--- src/rtl/time_counter_hms.sv ---
// Hours/minutes/seconds time base: divides clk to a 1 Hz tick and supports
// manual setting of hours and minutes. All fields are plain binary, registered.
module time_counter_hms #(
    parameter int unsigned CLK_FREQ_HZ = 50000000,
    parameter int unsigned INIT_HOUR   = 0,
    parameter int unsigned INIT_MIN    = 0
) (
    input  logic       clk,
    input  logic       rst_n,
    input  logic       i_run,
    input  logic [1:0] i_mode,
    input  logic       i_inc,
    output logic [7:0] o_sec,
    output logic [7:0] o_min,
    output logic [7:0] o_hour,
    output logic       o_tick,
    output logic       o_day_wrap
);

    localparam int unsigned PW = (CLK_FREQ_HZ > 1) ? $clog2(CLK_FREQ_HZ) : 1;
    localparam logic [PW-1:0] PRE_MAX = PW'(CLK_FREQ_HZ - 1);

    typedef enum logic [1:0] {
        MODE_RUN      = 2'd0,
        MODE_SET_HOUR = 2'd1,
        MODE_SET_MIN  = 2'd2,
        MODE_HOLD     = 2'd3
    } mode_e;

    mode_e         w_mode;
    logic [PW-1:0] r_pre,  w_pre_nxt;
    logic [5:0]    r_sec,  w_sec_nxt;
    logic [5:0]    r_min,  w_min_nxt;
    logic [5:0]    r_hour, w_hour_nxt;
    logic          r_inc_d;
    logic          r_tick, w_tick_nxt;
    logic          r_day_wrap, w_day_wrap_nxt;
    logic          w_inc_pulse;
    logic          w_sec_max, w_min_max, w_hour_max;

    assign w_mode      = mode_e'(i_mode);
    assign w_inc_pulse = i_inc & ~r_inc_d;

    // ">=" so any out-of-range value behaves as the maximum and wraps to 0
    assign w_sec_max  = (r_sec  >= 6'd59);
    assign w_min_max  = (r_min  >= 6'd59);
    assign w_hour_max = (r_hour >= 6'd23);

    always_comb begin
        w_pre_nxt      = r_pre;
        w_sec_nxt      = r_sec;
        w_min_nxt      = r_min;
        w_hour_nxt     = r_hour;
        w_tick_nxt     = 1'b0;
        w_day_wrap_nxt = 1'b0;
        unique case (w_mode)
            MODE_RUN: begin
                if (i_run) begin
                    if (r_pre >= PRE_MAX) begin
                        w_pre_nxt  = '0;
                        w_tick_nxt = 1'b1;
                        w_sec_nxt  = w_sec_max ? '0 : r_sec + 6'd1;
                        if (w_sec_max) begin
                            w_min_nxt = w_min_max ? '0 : r_min + 6'd1;
                        end
                        if (w_sec_max && w_min_max) begin
                            w_hour_nxt = w_hour_max ? '0 : r_hour + 6'd1;
                        end
                        w_day_wrap_nxt = w_sec_max & w_min_max & w_hour_max;
                    end else begin
                        w_pre_nxt = r_pre + 1'b1;
                    end
                end
            end
            MODE_SET_HOUR: begin
                w_pre_nxt = '0;
                w_sec_nxt = '0;
                if (w_inc_pulse) begin
                    w_hour_nxt = w_hour_max ? '0 : r_hour + 6'd1;
                end
            end
            MODE_SET_MIN: begin
                w_pre_nxt = '0;
                w_sec_nxt = '0;
                if (w_inc_pulse) begin
                    w_min_nxt = w_min_max ? '0 : r_min + 6'd1;
                end
            end
            MODE_HOLD: begin
                w_pre_nxt = '0;
            end
        endcase
    end

    always_ff @(posedge clk or negedge rst_n) begin
        if (!rst_n) begin
            r_pre      <= '0;
            r_sec      <= '0;
            r_min      <= 6'(INIT_MIN);
            r_hour     <= 6'(INIT_HOUR);
            r_inc_d    <= 1'b1;
            r_tick     <= 1'b0;
            r_day_wrap <= 1'b0;
        end else begin
            r_pre      <= w_pre_nxt;
            r_sec      <= w_sec_nxt;
            r_min      <= w_min_nxt;
            r_hour     <= w_hour_nxt;
            r_inc_d    <= i_inc;
            r_tick     <= w_tick_nxt;
            r_day_wrap <= w_day_wrap_nxt;
        end
    end

    assign o_sec      = {2'b00, r_sec};
    assign o_min      = {2'b00, r_min};
    assign o_hour     = {2'b00, r_hour};
    assign o_tick     = r_tick;
    assign o_day_wrap = r_day_wrap;

endmodule

--- config.mk ---
export PLATFORM = sky130hd
export DESIGN_NAME = time_counter_hms
export DESIGN_NICKNAME = d
export VERILOG_FILES = /design/src/rtl/time_counter_hms.sv
export SDC_FILE = /design/constraint.sdc
export NUM_CORES = 1
export LEC_CHECK = 0
export CAP_MARGIN = 25
export CELL_PAD_IN_SITES_DETAIL_PLACEMENT = 1
export CELL_PAD_IN_SITES_GLOBAL_PLACEMENT = 2
export CORE_MARGIN = 1.5
export CORE_UTILIZATION = 35
export CTS_CLUSTER_DIAMETER = 120
export CTS_CLUSTER_SIZE = 16
export DETAILED_ROUTE_END_ITERATION = 6
export GPL_ROUTABILITY_DRIVEN = 1
export PLACE_DENSITY = 0.88
export SLEW_MARGIN = 25
export SYNTH_ARGS = -nofsm -noshare
export SYNTH_HDL_FRONTEND = slang
export SYNTH_SLANG_ARGS = --single-unit
--- constraint.sdc ---
create_clock -name clk -period 2.2 [get_ports clk]
set_input_delay 0.55 -clock clk [delete_from_list [all_inputs] [get_ports clk]]
set_output_delay 0.55 -clock clk [all_outputs]
set_load 0.1 [all_outputs]
==> metrics <==
share of cells above drive strength 1=25.5%; DR DRC count=0; post-route setup slack=approximately 190 ps; synthesis-to-finish area growth=23.2%; commonest non-fill, non-tap cell in the layout=buf_4; max-slew violation count=0; post-synthesis sequential area ratio=43.1%; first-pass GRT wire length=around 13 mm; number of H-tree levels=2; fillcell total=around 870; GRT Residual Overflow=0; dpl cell area=3250 um2; Synth area leaders=dfrtp_1, xor2_1, nor2_1; drt first pass iters=4; Final setup viols=0; vias in the first global route=around 2500; Max Clk Rate=~0.5 GHz; die footprint=roughly 8300 um2; post-placement setup slack=-478 ps; Design Area, Final=around 3400 um2; Synth async-reset ratio=100%; Post-DP HPWL=roughly 5.1 mm; Worst Tran Pin Value=547 ps; crit path kind=reg2reg; DIE HEIGHT=about 91 um; most frequent cells in the layout=buf_4, dfrtp_1, nor2_1, nand3_1, nand2_1; Core Rows=32; Clock Path Buffers=2; Post-CTS Hold Fix Bufs=0; CP Max Fanout=7; CP endpoint kind=flip-flop; PwrDens=roughly 870 nW/um2; P_leak=about 1.4 nW; mapped cell area=2730 um2; average size of a mapped cell=roughly 9.7 um2; Worst EP required=approximately 2400 ps; Final Util=~44%; placed cells=426; period utilisation layout=91.4%; r2r setup slk=about 190 ps; startpoint types=flip-flop; Tot GR Track Use=about a fifth; Max-cap violations=0; number of synthesized flops with an enable pin=0; clock skew=~5.5 ps; nets=between 300 and 400; area leader, netlist=dfrtp_1; drt total wl=about 7.0 mm; Seq cells post-synth=47; Syn Inst Count=282; CTS sink cnt=47; Top FF cell, synth=dfrtp_1; synth warn=0; fin cells=approximately 440; clock slew at reported path FFs=about 90 ps; DR WL/cell=around 16 um; initial core utilization=35.7%; outcome=completed; Die Span X=roughly 91 um; Hold WC Path Type=in2async; Critical Path AT=about 2200 ps; CTS Root Buffer Type=clkbuf_8; largest net degree at the start of global routing=28; initial antenna violation count=0; IO buf count=25; number of buffers created by CTS=5; number of DRC markers in iteration 0=85; vias=2315; # diodes=0; distinct cell type count after synthesis=63; RSZ-0062 raised after global routing=false; io pins=32; VDD IR-drop max=around 1.1 mV; CTS tree=built; via/cell ratio=5.32; RePlAce Congestion=roughly 0.76; ANT nets after route=0; Core Footprint=around 7600 um2; slew margin rel.=between 60% and 70%; Hold Vio Cnt, Final=0; post-synth top area share=42.2%; post-layout min period=between 2000 and 2500 ps; clock latency on the worst-skew pair=300 ps
## area by class of cell
class,count,area [um2],area share (%)
multi-input cells,218,1490,44.3
flip-flops and latches,47,1200,35.8
repair buffers,50,405,12.1
well taps,102,128,3.80
clock buffers,8,100,2.98
inverters,10,37.5,1.12
## power breakdown
part,switching (mW),internal (mW)
clock,0.303,0.288
combinational,0.916,0.303
sequential,0.134,0.969
## cells in the mapped netlist (all sizes together) (3+ instances only)
| cell | number |
|---|---|
| and3 | 7 |
| dfrtp | 46 |
| nor2 | 33 |
| buf | 10 |
| a22o | 3 |
| mux2i | 5 |
| inv | 10 |
| o21ai | 10 |
| xor2 | 15 |
| a31oi | 4 |
| nor4 | 3 |
| or3 | 3 |
| nand2 | 19 |
| o2bb2ai | 4 |
| nor2b | 6 |
| nand3 | 24 |
| a21oi | 13 |
| ha | 7 |
| xnor2 | 7 |
| nor3 | 8 |
| nand4 | 5 |
## worst max-delay path, cell delays in order, from the launching register on
cell and delay, ps:
dfrtp_1 450, nand4b_1 270, nor4_4 250, and3_4 280, o21ai_4 100, a221o_1 370, a22o_1 180
## per-layer routing
metal | global-route usage, % | vias up | share of wire [%]
li1 | - | 1099 | -
met2 | 33.1 | 31 | 52
met3 | 3.85 | 7 | 2.9
met1 | 23.0 | 1178 | 44
met5 | 0 | - | 0
met4 | 4.95 | 0 | 1.1
## stage by stage
step | hold slack [ps] | total power, mW | setup TNS (ps)
final | 225 | 2.91 | 0
after global routing | 251 | 3.06 | 0
after CTS | 234 | 2.95 | 0
after detailed placement | 544 | 2.35 | -10470
after global placement | 534 | 2.33 | -9050
after floorplan | 254 | 2.05 | 0
## final timing paths
| check | start | endpoint | cells past startpoint |
|---|---|---|---|
| setup reg to reg | r_pre[18]$_DFFE_PN0P_ | r_min[3]$_DFFE_PN0P_ | 6 |
| min in group clk | r_pre[1]$_DFFE_PN0P_ | r_pre[1]$_DFFE_PN0P_ | 2 |
| hold / removal | rst_n | r_sec[5]$_DFFE_PN0P_ | 1 |
| setup / recovery | r_pre[18]$_DFFE_PN0P_ | r_min[3]$_DFFE_PN0P_ | 6 |
| max in group asynchronous | rst_n | r_min[0]$_DFFE_PN0P_ | 2 |
| hold reg to reg | r_pre[1]$_DFFE_PN0P_ | r_pre[1]$_DFFE_PN0P_ | 2 |
## repair_timing
action,4_1_cts,5_1_grt
setup buffers,1,0
setup endpoints to repair,13,0
resized for setup,4,0
## kinds of logic (layout without fill, tap and decap cells)
family	Yosys count	count (layout)	synth area share [%]
DFF	47	47	43.1
muxes	6	6	2.25
buffers and inverters	22	68	4.26
xor gates and xnor gates	22	22	7.06
AOI/OAI and AO/OA	53	53	14.7
and+or+nand+nor	123	123	24.9
adders and majority gates	8	8	3.58
other	1	6	0.137
## sequential cells by signal, indices dropped and copies added (netlist names)
name / count
r_hour: 6
r_pre: 26
r_sec: 6
o_tick: 1
r_min: 6
r_inc_d: 1
o_day_wrap: 1
(Power assumes the default switching activity.)
